==> src/rtl/j_mmult_seq_pkg.sv <==
// ---------------------------------------------------------------------------
// j_mmult_seq_pkg
// Shared definitions for the Jerry DSP MMULT sequencer:
//   - FSM state encoding (IDLE=0, LOAD=1, RUN=2, DONE=3)
//   - default matrix RAM address width and minimum matrix width
//   - MTXC register field positions (width [3:0], column mode bit 4)
//   - helpers for width clamping and counter load-value encoding
// ---------------------------------------------------------------------------
package j_mmult_seq_pkg;

  typedef enum logic [1:0] {
    ST_IDLE = 2'd0,
    ST_LOAD = 2'd1,
    ST_RUN  = 2'd2,
    ST_DONE = 2'd3
  } state_e;

  localparam int AW_DEF   = 11;
  localparam int MINW_DEF = 3;

  // MTXC register image layout
  localparam int MTXC_BITS    = 5;
  localparam int MTXC_W_LSB   = 0;
  localparam int MTXC_W_MSB   = 3;
  localparam int MTXC_COL_BIT = 4;

  // Element counter value whose step wraps the counter to zero
  localparam logic [5:0] CNT_LAST = 6'h3F;

  // Widths below the legal minimum are raised to the minimum.
  function automatic logic [3:0] clamp_width(input logic [3:0] w, input int minw);
    if (int'(w) < minw) begin
      return 4'(minw);
    end
    return w;
  endfunction

  // The counter loads {mr1, 1'b0}; mr1 = -w mod 32 makes it start at 64-2w
  // so that it wraps to zero exactly after 2w element steps.
  function automatic logic [4:0] load_value(input logic [3:0] w);
    return 5'd0 - {1'b0, w};
  endfunction

endpackage

==> src/rtl/j_mmult_addr.sv <==
// ---------------------------------------------------------------------------
// j_mmult_addr
// Matrix RAM read-address generator for the MMULT sequencer. Latches the
// stride when an operation is accepted (1 in row mode, width in column
// mode), loads the base address, and advances by the stride on each step.
// The address wraps modulo 2^AW.
//
// Ports:
//   clk      in   system clock
//   reset    in   asynchronous active-high reset
//   latch_i  in   operation accepted: capture stride
//   col_i    in   address-by-column mode
//   width_i  in   clamped matrix width
//   load_i   in   load base address
//   base_i   in   base address (longwords)
//   step_i   in   advance address by stride
//   addr_o   out  current read address
// ---------------------------------------------------------------------------
module j_mmult_addr
  import j_mmult_seq_pkg::*;
#(
  parameter int AW = AW_DEF
) (
  input  logic          clk,
  input  logic          reset,
  input  logic          latch_i,
  input  logic          col_i,
  input  logic [3:0]    width_i,
  input  logic          load_i,
  input  logic [AW-1:0] base_i,
  input  logic          step_i,
  output logic [AW-1:0] addr_o
);

  logic [3:0]    stride_q, stride_d;
  logic [AW-1:0] addr_q, addr_d;

  always_comb begin
    stride_d = stride_q;
    if (latch_i) begin
      stride_d = col_i ? width_i : 4'd1;
    end
  end

  always_comb begin
    addr_d = addr_q;
    if (load_i) begin
      addr_d = base_i;
    end else if (step_i) begin
      // Natural overflow of the AW-bit sum gives the modulo wrap.
      addr_d = addr_q + AW'(stride_q);
    end
  end

  always_ff @(posedge clk or posedge reset) begin
    if (reset) begin
      stride_q <= '0;
      addr_q   <= '0;
    end else begin
      stride_q <= stride_d;
      addr_q   <= addr_d;
    end
  end

  assign addr_o = addr_q;

endmodule

==> src/rtl/j_mmult_seq.sv <==
// ---------------------------------------------------------------------------
// j_mmult_seq
// Jerry DSP MMULT sequencer. Sits directly upstream of the 6-bit systolic
// element counter: loads it with -2w (cntld/mr1), steps it once per 16-bit
// element read (cnten), and watches its count to find the end of the row or
// column. Also issues matrix RAM reads, accumulator controls and a one-cycle
// done pulse for result write-back.
//
// Optional feature: define J_MMULT_STALLCNT_EN to add the stall_cnt port, an
// 8-bit saturating count of RUN cycles spent waiting for read data.
//
// Ports:
//   clk        in   system clock
//   reset      in   asynchronous active-high reset
//   start      in   one-cycle MMULT issue pulse
//   abort      in   cancel current operation
//   mtx_width  in   MTXC matrix width (elements)
//   mtx_col    in   MTXC address-by-column mode
//   mtx_base   in   MTXA base address (longwords)
//   count      in   element counter value
//   rd_ack     in   matrix RAM read data valid
//   cntld      out  counter load strobe
//   cnten      out  counter step enable
//   mr1        out  counter load value (count[5:1])
//   mtx_rd     out  matrix RAM read request
//   mtx_addr   out  matrix RAM read address
//   half_sel   out  source register half select (count[0])
//   acc_clr    out  first accumulate step
//   acc_en     out  accumulate step
//   busy       out  operation in progress
//   done       out  completion pulse
//   stall_cnt  out  stall-cycle counter (J_MMULT_STALLCNT_EN only)
// ---------------------------------------------------------------------------
module j_mmult_seq
  import j_mmult_seq_pkg::*;
#(
  parameter int AW   = AW_DEF,
  parameter int MINW = MINW_DEF
) (
  input  logic          clk,
  input  logic          reset,
  input  logic          start,
  input  logic          abort,
  input  logic [3:0]    mtx_width,
  input  logic          mtx_col,
  input  logic [AW-1:0] mtx_base,
  input  logic [5:0]    count,
  input  logic          rd_ack,
  output logic          cntld,
  output logic          cnten,
  output logic [4:0]    mr1,
  output logic          mtx_rd,
  output logic [AW-1:0] mtx_addr,
  output logic          half_sel,
  output logic          acc_clr,
  output logic          acc_en,
  output logic          busy,
  output logic          done
`ifdef J_MMULT_STALLCNT_EN
  ,
  output logic [7:0]    stall_cnt
`endif
);

  state_e state_q, state_d;
  logic [3:0] w_q, w_d;
  logic       first_q, first_d;

  logic [MTXC_BITS-1:0] mtxc;
  logic [3:0] width_in;
  logic       col_in;
  logic       accept;
  logic       step;
  logic       last;

  // Reassemble the MTXC register image so field positions live in one place.
  assign mtxc     = {mtx_col, mtx_width};
  assign width_in = clamp_width(mtxc[MTXC_W_MSB:MTXC_W_LSB], MINW);
  assign col_in   = mtxc[MTXC_COL_BIT];

  // abort beats start in IDLE
  assign accept = (state_q == ST_IDLE) && start && !abort;
  // One element step per acknowledged read; abort suppresses the step.
  assign step   = (state_q == ST_RUN) && rd_ack && !abort;
  assign last   = step && (count == CNT_LAST);

  // State register and latched operation parameters
  always_ff @(posedge clk or posedge reset) begin
    if (reset) begin
      state_q <= ST_IDLE;
      w_q     <= '0;
      first_q <= 1'b0;
    end else begin
      state_q <= state_d;
      w_q     <= w_d;
      first_q <= first_d;
    end
  end

  // Next-state logic
  always_comb begin
    state_d = state_q;
    w_d     = w_q;
    first_d = first_q;
    if (accept) begin
      w_d = width_in;
    end
    unique case (state_q)
      ST_IDLE: begin
        if (accept) state_d = ST_LOAD;
      end
      ST_LOAD: begin
        first_d = 1'b1;
        state_d = abort ? ST_IDLE : ST_RUN;
      end
      ST_RUN: begin
        if (step) first_d = 1'b0;
        if (abort)     state_d = ST_IDLE;
        else if (last) state_d = ST_DONE;
      end
      ST_DONE: begin
        state_d = ST_IDLE;
      end
      default: state_d = ST_IDLE;
    endcase
  end

  // Output logic
  always_comb begin
    cntld   = 1'b0;
    mr1     = '0;
    mtx_rd  = 1'b0;
    cnten   = 1'b0;
    acc_en  = 1'b0;
    acc_clr = 1'b0;
    busy    = 1'b0;
    done    = 1'b0;
    unique case (state_q)
      ST_IDLE: ;
      ST_LOAD: begin
        cntld = 1'b1;
        mr1   = load_value(w_q);
        busy  = 1'b1;
      end
      ST_RUN: begin
        busy    = 1'b1;
        mtx_rd  = 1'b1;
        cnten   = step;
        acc_en  = step;
        acc_clr = step && first_q;
      end
      ST_DONE: begin
        busy = 1'b1;
        done = !abort;
      end
      default: ;
    endcase
  end

  assign half_sel = count[0];

  j_mmult_addr #(
    .AW (AW)
  ) u_addr (
    .clk     (clk),
    .reset   (reset),
    .latch_i (accept),
    .col_i   (col_in),
    .width_i (width_in),
    .load_i  (state_q == ST_LOAD),
    .base_i  (mtx_base),
    .step_i  (step),
    .addr_o  (mtx_addr)
  );

`ifdef J_MMULT_STALLCNT_EN
  logic [7:0] stall_q, stall_d;

  always_comb begin
    stall_d = stall_q;
    if (state_q == ST_LOAD) begin
      stall_d = '0;
    end else if ((state_q == ST_RUN) && !rd_ack && (stall_q != 8'hFF)) begin
      stall_d = stall_q + 8'd1;
    end
  end

  always_ff @(posedge clk or posedge reset) begin
    if (reset) begin
      stall_q <= '0;
    end else begin
      stall_q <= stall_d;
    end
  end

  assign stall_cnt = stall_q;
`endif

endmodule

==> config.mk <==
export PLATFORM = sky130hd
export DESIGN_NAME = j_mmult_seq
export DESIGN_NICKNAME = d
export VERILOG_FILES = /design/src/rtl/j_mmult_seq_pkg.sv /design/src/rtl/j_mmult_addr.sv /design/src/rtl/j_mmult_seq.sv
export SDC_FILE = /design/constraint.sdc
export NUM_CORES = 1
export LEC_CHECK = 0
export ABC_AREA = 1
export BUFFER_PORTS_ARGS = -buffer_cell sky130_fd_sc_hd__buf_2
export CAP_MARGIN = 20
export CELL_PAD_IN_SITES_DETAIL_PLACEMENT = 1
export CELL_PAD_IN_SITES_GLOBAL_PLACEMENT = 2
export CORE_MARGIN = 2
export CORE_UTILIZATION = 25
export CTS_CLUSTER_DIAMETER = 60
export DETAILED_ROUTE_END_ITERATION = 7
export MAX_ROUTING_LAYER = met4
export PLACE_DENSITY = 0.72
export SLEW_MARGIN = 20
export SYNTH_ARGS = -nofsm -noshare
export SYNTH_HDL_FRONTEND = slang
export SYNTH_HIERARCHICAL = 1
export SYNTH_SLANG_ARGS = --single-unit
==> constraint.sdc <==
create_clock -name clk -period 2.9 [get_ports clk]
set_input_delay 0.29 -clock clk [delete_from_list [all_inputs] [get_ports clk]]
set_output_delay 0.29 -clock clk [all_outputs]
set_load 0.005 [all_outputs]
==> impl_metrics.json, run 1 <==
{
  "status": "complete, no violations",
  "cts_resized": 0,
  "min_period_ns": 1.94,
  "drtIter0Drc": 40,
  "drtPass1Iterations": 4,
  "cts_tree": "built",
  "synth_cell_types": 30,
  "slew_headroom_pct": 39.5,
  "skew_ns": 0.00346,
  "synth_area_leaders": "dfrtp_1, nand2_1, nand3_1",
  "use_met3_pct": 3.00,
  "wl_per_cell_um": 13.3,
  "yosys.area.top_type": "dfrtp_1",
  "dpl.hpwl_um": 3470,
  "overflow": 0,
  "io_pins": 51,
  "crit_cells": 4,
  "met2_usage_pct": 24.2,
  "drive_gt1_share_pct": 27.6,
  "synthCells": 208,
  "ir_worst_vdd_v": 0.000289,
  "die_w_um": 81.3,
  "viasPerCell": 4.55,
  "drv_cap": 0,
  "grt_pass1_vias": 1536,
  "fin_crit_sh_pct": 66.9,
  "syn_avg_cell_area_um2": 7.19,
  "worst_slew_pin_slew_ns": 0.905,
  "grt_pass1_wl_um": 7400,
  "synth_edf_count": 0,
  "grt_max_degree": 18,
  "diodes": 0,
  "antenna_found_initial": 0,
  "routed_wl_um": 4420,
  "slew_viol_final": 0,
  "cpMaxStageDelayCell": "dfrtp_1",
  "total_leakage_power_uw": 0.00103,
  "hold_class": "in2reg",
  "cts.root.buffer_cell": "clkbuf_8",
  "top_usage_layer": "met2",
  "yosys_warnings": 6,
  "fin_tns_setup_ns": 0,
  "rr_worst_depth": 10,
  "ys_seq_elements": 22,
  "cp_max_fo": 17,
  "dieHeight_um": 81.3,
  "cts.sinks": 22,
  "place_area_um2": 1810,
  "grt.total_usage_pct": 15.0,
  "critical_path_buf_inv_count": 2,
  "critPathRequiredTime_ns": 2.61,
  "ant_nets": 0,
  "coreArea_um2": 5850,
  "h-tree-depth": 1,
  "worstPathCellList": "nor2_4 > inv_1 > a21oi_1 > buf_2",
  "rsz0062_at_grt": "no",
  "syn2layout_area_growth_pct": 26.3,
  "hold_viol": 0,
  "route.detailed.drc": 0,
  "startpoint_type": "flop",
  "syn_area_um2": 1500,
  "num_vias": 1512,
  "clk_pin_slew_worst_paths_ns": 0.09,
  "fmax_mhz": 516,
  "fillers": 733,
  "critPathTopFamily": "flip-flops",
  "cp-end-kind": "primary output",
  "power_density_nw_per_um2": 1010,
  "clk_latency_ns": 0.28,
  "setup-violations-final": 0,
  "hold_depth": 3,
  "post_cts_buffers": 0,
  "synth_nets": 241,
  "worstSetupPathType": "reg2out",
  "met1_usage_pct": 19.6,
  "cts_buffers": 3,
  "yosysSeqAreaShare_pct": 36.8,
  "cts_buffer_depth": 2,
  "critPathMaxStageDelay_ns": 0.44,
  "gp_congestion": 0.735,
  "final_cell_area_um2": 1890,
  "start_util_pct": 25.6,
  "postCtsHoldBufs": 1,
  "async_reset_ff_share_pct": 100,
  "cp.arrival_ns": 1.65,
  "synth_ff_type": "dfrtp_1",
  "netlist_top_cells_count": "nand2_1, inv_1, nand3_1, dfrtp_1, nor2_1",
  "fp-row-count": 28,
  "portBuffers": 50,
  "yosysMostFrequentCell": "nand2_1",
  "synth_top_area_share_pct": 36.8,
  "nets": 291,
  "dieArea_um2": 6620
}
## layer usage
metal | vias up | part of all wire [%]
met5 | - | 0
li1 | 766 | -
met2 | 20 | 49
met4 | 0 | 0.70
met1 | 722 | 47
met3 | 4 | 3.1
## area by class of cell
cell class	count	area [um^2]	share of cell area (%)
Timing Repair Buffer	51	260	13.8
Inverter	37	140	7.42
Tap cell	75	93.8	4.97
Clock buffer	3	41.3	2.19
Clock inverter	1	30.0	1.59
Sequential cell	22	551	29.2
Multi-Input combinational cell	143	772	40.9
## worst register-to-register path: cells and delay by family (launching register included)
family                     cells  cell delay [ns]
DFF                            1             0.39
and+or+nand+nor                6             0.53
buffers and inverters          2             0.17
adders and majority gates      2             0.62
## final timing paths
| kind | slack, ns | end | from |
|---|---|---|---|
| setup / recovery | 0.96 | mr1[4] | state_q[1]$_DFFE_PP0P_ |
| hold / removal | 0.22 | u_addr/addr_o[6]$_DFFE_PP0P_ | mtx_base[6] |
| setup reg to reg | 1.12 | u_addr/addr_o[10]$_DFFE_PP0P_ | u_addr/addr_o[0]$_DFFE_PP0P_ |
| hold reg to reg | 0.54 | u_addr/addr_o[0]$_DFFE_PP0P_ | u_addr/addr_o[0]$_DFFE_PP0P_ |
| max in group asynchronous | 1.85 | u_addr/addr_o[5]$_DFFE_PP0P_ | reset |
| min in group asynchronous | 0.51 | first_q$_DFFE_PP0P_ | reset |
## layout by cell type (no fill, tap or decap), drive strengths merged
cell          n
a31oi         1
fa            1
inv          36
nor2         19
xnor2         1
bufinv        1
clkbuf        3
a22oi         6
o211ai        2
nand3        27
ha            5
nand4         3
nand2        55
dfrtp        22
nor3          3
a21oi         4
nor4          1
buf          50
clkinv        1
o21bai        2
dlygate4sd3   1
o21ai        13
## state kept, by name, summed over array words and instances, names as in the netlist
register and flops:
w_q 4, state_q 2, u_addr/addr_o 11, u_addr/stride_q 4, first_q 1
## power by group
group          leakage (uW)  switching, uW  internal [uW]
combinational      0.000726            623            382
clock             0.0000357            123            185
sequential         0.000269            149            451
total               0.00103            896           1020
## stage by stage
stage	util, %	hold WS, ns	setup WS [ns]	instances	power (uW)
6_report	32.3	0.224	0.960	332	1910
3_3_place_gp	30.9	0.265	1.16	327	1610
3_5_place_dp	30.9	0.261	1.15	327	1630
5_1_grt	32.3	0.236	0.791	332	2110
2_1_floorplan	-	0.0934	1.35	208	1270
4_1_cts	32.3	0.226	0.923	332	1940
## logic make-up after synthesis
kind of cell,synth area share (%)
flops,36.8
fa+ha+maj,5.52
buf+inv,11.5
xor+xnor,0.586
compound gates,11.1
simple gates,34.4
(Power assumes the default switching activity.)
==> run 2, diff against run 1 <==
==> constraint.sdc (replaced) <==
create_clock -name clk -period 1.87 [get_ports clk]
set_input_delay 0.187 -clock clk [delete_from_list [all_inputs] [get_ports clk]]
set_output_delay 0.187 -clock clk [all_outputs]
set_load 0.005 [all_outputs]
==> impl_metrics.json, run 2 (synthesized netlist as in run 1, its figures left out) <==
{
  "crit_top_cell": "nand3_1",
  "rrSetupSlack_ns": 0.20,
  "cpMaxStageDelayCell": "fa_1",
  "clk_latency_ns": 0.27,
  "final_cell_area_um2": 1890,
  "fp-row-count": 28,
  "dpl.hpwl_um": 3460,
  "worstReg2RegStart": "u_addr/addr_o[0]$_DFFE_PP0P_",
  "dieArea_um2": 6620,
  "hold_depth": 3,
  "die_w_um": 81.3,
  "cts_buffers": 3,
  "grt_pass1_vias": 1488,
  "cts.root.buffer_cell": "clkbuf_8",
  "seqCellArea_um2": 551,
  "r2r-end": "u_addr/addr_o[6]$_DFFE_PP0P_",
  "routed_wl_um": 4380,
  "diodes": 0,
  "cp.arrival_ns": 1.83,
  "slew_headroom_pct": 57.2,
  "coreArea_um2": 5850,
  "dieHeight_um": 81.3,
  "grt.total_usage_pct": 15.1,
  "place_ws_ns": 0.206,
  "largest_register_ffs": 11,
  "skew_ns": 0.00400,
  "wl_per_cell_um": 13.1,
  "fin_tns_setup_ns": 0,
  "gp_congestion": 0.760,
  "critPathTopFamily": "adder cells",
  "final_cell_mix": "buf_2, nand2_1, inv_1",
  "total_leakage_power_uw": 0.00103,
  "critPathRequiredTime_ns": 2.03,
  "hold_class": "in2reg",
  "grt_pass1_wl_um": 7400,
  "rr_worst_depth": 9,
  "startpoint_type": "flop",
  "worst_slew_pin_slew_ns": 0.641,
  "nets": 293,
  "drtPass1Iterations": 4,
  "fin_crit_sh_pct": 89.6,
  "final_util_pct": 32.2,
  "worstPathCellList": "ha_1 > inv_1 > fa_1 > inv_1 > nand3_1 > nand2_2 > nand3_1 > nand3_1 > nand3_1",
  "setup-violations-final": 0,
  "min_period_ns": 1.67,
  "cts.sinks": 22,
  "cp_max_fo": 7,
  "grt_max_degree": 17,
  "start_util_pct": 25.6,
  "min_from": "mtx_base[6]",
  "clk_pin_slew_worst_paths_ns": 0.08,
  "place_area_um2": 1820,
  "multi_input_area_um2": 772,
  "fmax_mhz": 597,
  "ir_worst_vdd_v": 0.000416,
  "io_pins": 51,
  "ant_nets": 0,
  "final_common_cell": "buf_2",
  "hold_path_end": "u_addr/addr_o[6]$_DFFE_PP0P_",
  "critical_path_buf_inv_count": 2,
  "portBuffers": 50,
  "antenna_found_initial": 0,
  "setup_ws_ns": 0.195,
  "power_density_nw_per_um2": 1520,
  "slew_viol_final": 0,
  "num_vias": 1492,
  "cp-end-kind": "flop",
  "status": "complete, no violations",
  "cts_tree": "built",
  "worstSetupPathType": "reg2reg",
  "drive_gt1_share_pct": 28.2,
  "drv_cap": 0,
  "overflow": 0,
  "fillers": 759,
  "drtIter0Drc": 37,
  "syn2layout_area_growth_pct": 26.2,
  "viasPerCell": 4.47,
  "hold_viol": 0,
  "cts_resized": 0,
  "critPathMaxStageDelay_ns": 0.38,
  "h-tree-depth": 1,
  "rsz0062_at_grt": "no",
  "route.detailed.drc": 0,
  "cts_buffer_depth": 2
}
==> run 2: changes by cell type in the layout (fill, tap and decap cells not counted) <==
| cell | previous run | this run |
|---|---|---|
| bufinv_16 | 1 | 0 |
| clkbuf_8 | 3 | 4 |
| buf_4 | 0 | 2 |
==> run 2: worst max path at each step <==
stage / end / slack (ns) / cells after the start / startpoint
3_3_place_gp: u_addr/addr_o[6]$_DFFE_PP0P_ / 0.24 / 9 / u_addr/addr_o[0]$_DFFE_PP0P_
5_1_grt: u_addr/addr_o[10]$_DFFE_PP0P_ / 0.02 / 9 / u_addr/addr_o[0]$_DFFE_PP0P_
6_report: u_addr/addr_o[6]$_DFFE_PP0P_ / 0.20 / 9 / u_addr/addr_o[0]$_DFFE_PP0P_
3_5_place_dp: u_addr/addr_o[10]$_DFFE_PP0P_ / 0.21 / 9 / u_addr/addr_o[0]$_DFFE_PP0P_
4_1_cts: u_addr/addr_o[6]$_DFFE_PP0P_ / 0.18 / 9 / u_addr/addr_o[0]$_DFFE_PP0P_
2_1_floorplan: u_addr/addr_o[6]$_DFFE_PP0P_ / 0.32 / 9 / u_addr/addr_o[0]$_DFFE_PP0P_
==> run 2: through the flow <==
step | hold WS [ns] | total power [uW] | std cells
after global placement | 0.157 | 2550 | 329
after floorplan | -0.00960 | 1960 | 208
after detailed placement | 0.158 | 2560 | 329
final | 0.133 | 2880 | 334
after global routing | 0.135 | 3210 | 334
after CTS | 0.130 | 2930 | 334
==> run 2: layout make-up <==
class	instances	area share [%]
Tap cell	75	4.97
Multi-Input combinational cell	143	40.9
Sequential cell	22	29.2
Clock buffer	4	2.92
Timing Repair Buffer	53	14.6
Inverter	37	7.43
==> run 2: timing repair <==
action / CTS / global route
hold endpoints to repair: 7 / 0
buffers inserted: 0 / 0
hold buffers: 1 / 0
==> run 2: metal layers <==
metal / part of all wire, % / track usage, %
met5: 0 / -
met4: 1.2 / 4.58
met3: 3.4 / 3.11
met2: 47 / 24.2
met1: 48 / 19.2
==> run 2: report_power, final <==
| part | total, uW | internal [uW] | switching [uW] |
|---|---|---|---|
| Combinational | 1590 | 618 | 971 |
| Clock | 357 | 188 | 168 |
| Sequential | 931 | 699 | 231 |
==> run 2: worst register-to-register path, delay by kind of cell, from the launching register on <==
kind / cells / cell delay [ns]
simple gates: 5 / 0.47
fa+ha+maj: 2 / 0.58
flops: 1 / 0.37
buf+inv: 2 / 0.14
==> run 3, diff against run 2 <==
--- a/config.mk
+++ b/config.mk
@@ -16,6 +16,7 @@
 export DETAILED_ROUTE_END_ITERATION = 7
 export MAX_ROUTING_LAYER = met4
 export PLACE_DENSITY = 0.72
+export REMOVE_ABC_BUFFERS = 1
 export SLEW_MARGIN = 20
 export SYNTH_ARGS = -nofsm -noshare
 export SYNTH_HDL_FRONTEND = slang
==> impl_metrics.json, run 3 (synthesized netlist as in run 1, its figures left out) <==
{
  "cts_buffers": 3,
  "setup-violations-final": 0,
  "hold_class": "in2reg",
  "drtIter0Drc": 31,
  "routed_wl_um": 4350,
  "skew_ns": 0.00378,
  "cts_resized": 0,
  "total_leakage_power_uw": 0.00104,
  "nets": 294,
  "num_vias": 1521,
  "r2r-end": "u_addr/addr_o[6]$_DFFE_PP0P_",
  "dieHeight_um": 81.3,
  "grt_pass1_vias": 1557,
  "hold_depth": 3,
  "p_sw_uw": 1380,
  "crit_top_cell": "nand3_1",
  "ant_nets": 0,
  "antenna_found_initial": 0,
  "drtPass1Iterations": 4,
  "fin_tns_setup_ns": 0,
  "cts.root.buffer_cell": "clkbuf_8",
  "critPathRequiredTime_ns": 2.02,
  "drv_cap": 0,
  "portBuffers": 50,
  "grt_max_degree": 17,
  "viasPerCell": 4.54,
  "fin_crit_sh_pct": 91.4,
  "power_density_nw_per_um2": 1570,
  "clk_pin_slew_worst_paths_ns": 0.08,
  "power_frac_comb_pct": 54.3,
  "cts_tree": "built",
  "worstPathCellList": "ha_1 > inv_1 > fa_1 > inv_1 > nand3_1 > nand2_2 > nand3_1 > nand3_1 > nand3_1",
  "h-tree-depth": 1,
  "switching_share_pct": 45.9,
  "p_total_uw": 3000,
  "rr_worst_depth": 9,
  "cts_buffer_depth": 2,
  "final_common_cell": "buf_2",
  "hold_viol": 0,
  "wl_per_cell_um": 13.0,
  "largest_register_ffs": 11,
  "ir_worst_vdd_v": 0.000396,
  "worst_slew_pin_slew_ns": 0.617,
  "overflow": 0,
  "cp.arrival_ns": 1.86,
  "cpMaxStageDelayCell": "fa_1",
  "status": "complete, no violations",
  "setup_ws_ns": 0.161,
  "rrSetupSlack_ns": 0.16,
  "final_cell_mix": "buf_2, nand2_1, inv_1",
  "dpl.hpwl_um": 3470,
  "whs_ns": 0.139,
  "slew_headroom_pct": 58.8,
  "dieArea_um2": 6620,
  "grt_pass1_wl_um": 7300,
  "syn2layout_area_growth_pct": 27.8,
  "start_util_pct": 25.6,
  "pwr-share-seq_pct": 30.7,
  "grt.total_usage_pct": 14.6,
  "clk_latency_ns": 0.26,
  "startpoint_type": "flop",
  "min_period_ns": 1.71,
  "slew_viol_final": 0,
  "diodes": 0,
  "io_pins": 51,
  "coreArea_um2": 5850,
  "hold_path_end": "u_addr/addr_o[6]$_DFFE_PP0P_",
  "worstSetupPathType": "reg2reg",
  "fp-row-count": 28,
  "place_ws_ns": 0.157,
  "cts.sinks": 22,
  "critPathMaxStageDelay_ns": 0.39,
  "worstReg2RegStart": "u_addr/addr_o[0]$_DFFE_PP0P_",
  "p_int_uw": 1620,
  "gp_congestion": 0.772,
  "clkPwrFrac_pct": 15.0,
  "fmax_mhz": 585,
  "die_w_um": 81.3,
  "drive_gt1_share_pct": 28.5,
  "rsz0062_at_grt": "no",
  "route.detailed.drc": 0,
  "cp-end-kind": "flop",
  "cp_max_fo": 7,
  "min_from": "mtx_base[6]"
}
==> run 3: changes by cell type in the layout (fill, tap and decap cells not counted), sizes merged <==
cell,delta
buf,+1
clkbuf,-1
bufinv,+1
==> run 3: critical path: cells and delay by family, from the launching register on <==
| kind | cells | cell delay, ns |
|---|---|---|
| fa+ha+maj | 2 | 0.60 |
| buf+inv | 2 | 0.16 |
| flops | 1 | 0.37 |
| simple gates | 5 | 0.48 |
==> run 3: final cells by class <==
type / instances / area [um^2]
multi-input cells: 143 / 772
repair buffers: 54 / 283
clock inverters: 1 / 30.0
well taps: 75 / 93.8
fillers: 746 / 3940
inverters: 37 / 140
clock buffers: 3 / 41.3
flip-flops and latches: 22 / 551
==> run 3: metrics by stage <==
step                util (%)  cell area [um^2]  std cells
floorplan                  -              1460        202
global placement        31.1              1820        329
detailed placement      31.1              1820        329
CTS                     32.5              1900        334
global route            32.7              1910        335
finish                  32.7              1910        335
==> run 3: power by group through the flow <==
| stage | logic (uW) | registers (uW) | clock network [uW] |
|---|---|---|---|
| 2_1_floorplan | 1050 | 886 | 0 |
| 4_1_cts | 1650 | 937 | 468 |
| 3_3_place_gp | 1620 | 935 | 0 |
| 3_5_place_dp | 1630 | 946 | 0 |
| 6_report | 1630 | 923 | 451 |
| 5_1_grt | 1870 | 962 | 491 |
==> run 3: metal layers <==
layer	share of wire (%)	global-route usage, %	vias to the layer above
met5	0	-	-
met4	0.35	2.54	0
met3	4.4	2.33	2
met2	46	24.8	36
met1	50	18.7	717
li1	-	-	766
==> run 3: timing repair <==
item	CTS	global route
hold buffers	1	0
endpoints found under the hold margin	7	0
buffers inserted	0	1
endpoints found under the setup margin	0	1
==> run 3: worst max path at each step <==
| stage | start | end | cells after the start |
|---|---|---|---|
| after floorplan | u_addr/addr_o[0]$_DFFE_PP0P_ | u_addr/addr_o[6]$_DFFE_PP0P_ | 9 |
| after global placement | u_addr/addr_o[0]$_DFFE_PP0P_ | u_addr/addr_o[8]$_DFFE_PP0P_ | 9 |
| final | u_addr/addr_o[0]$_DFFE_PP0P_ | u_addr/addr_o[6]$_DFFE_PP0P_ | 9 |
| after detailed placement | u_addr/addr_o[0]$_DFFE_PP0P_ | u_addr/addr_o[6]$_DFFE_PP0P_ | 9 |
| after CTS | state_q[1]$_DFFE_PP0P_ | mr1[2] | 5 |
| after global routing | u_addr/addr_o[0]$_DFFE_PP0P_ | u_addr/addr_o[8]$_DFFE_PP0P_ | 9 |
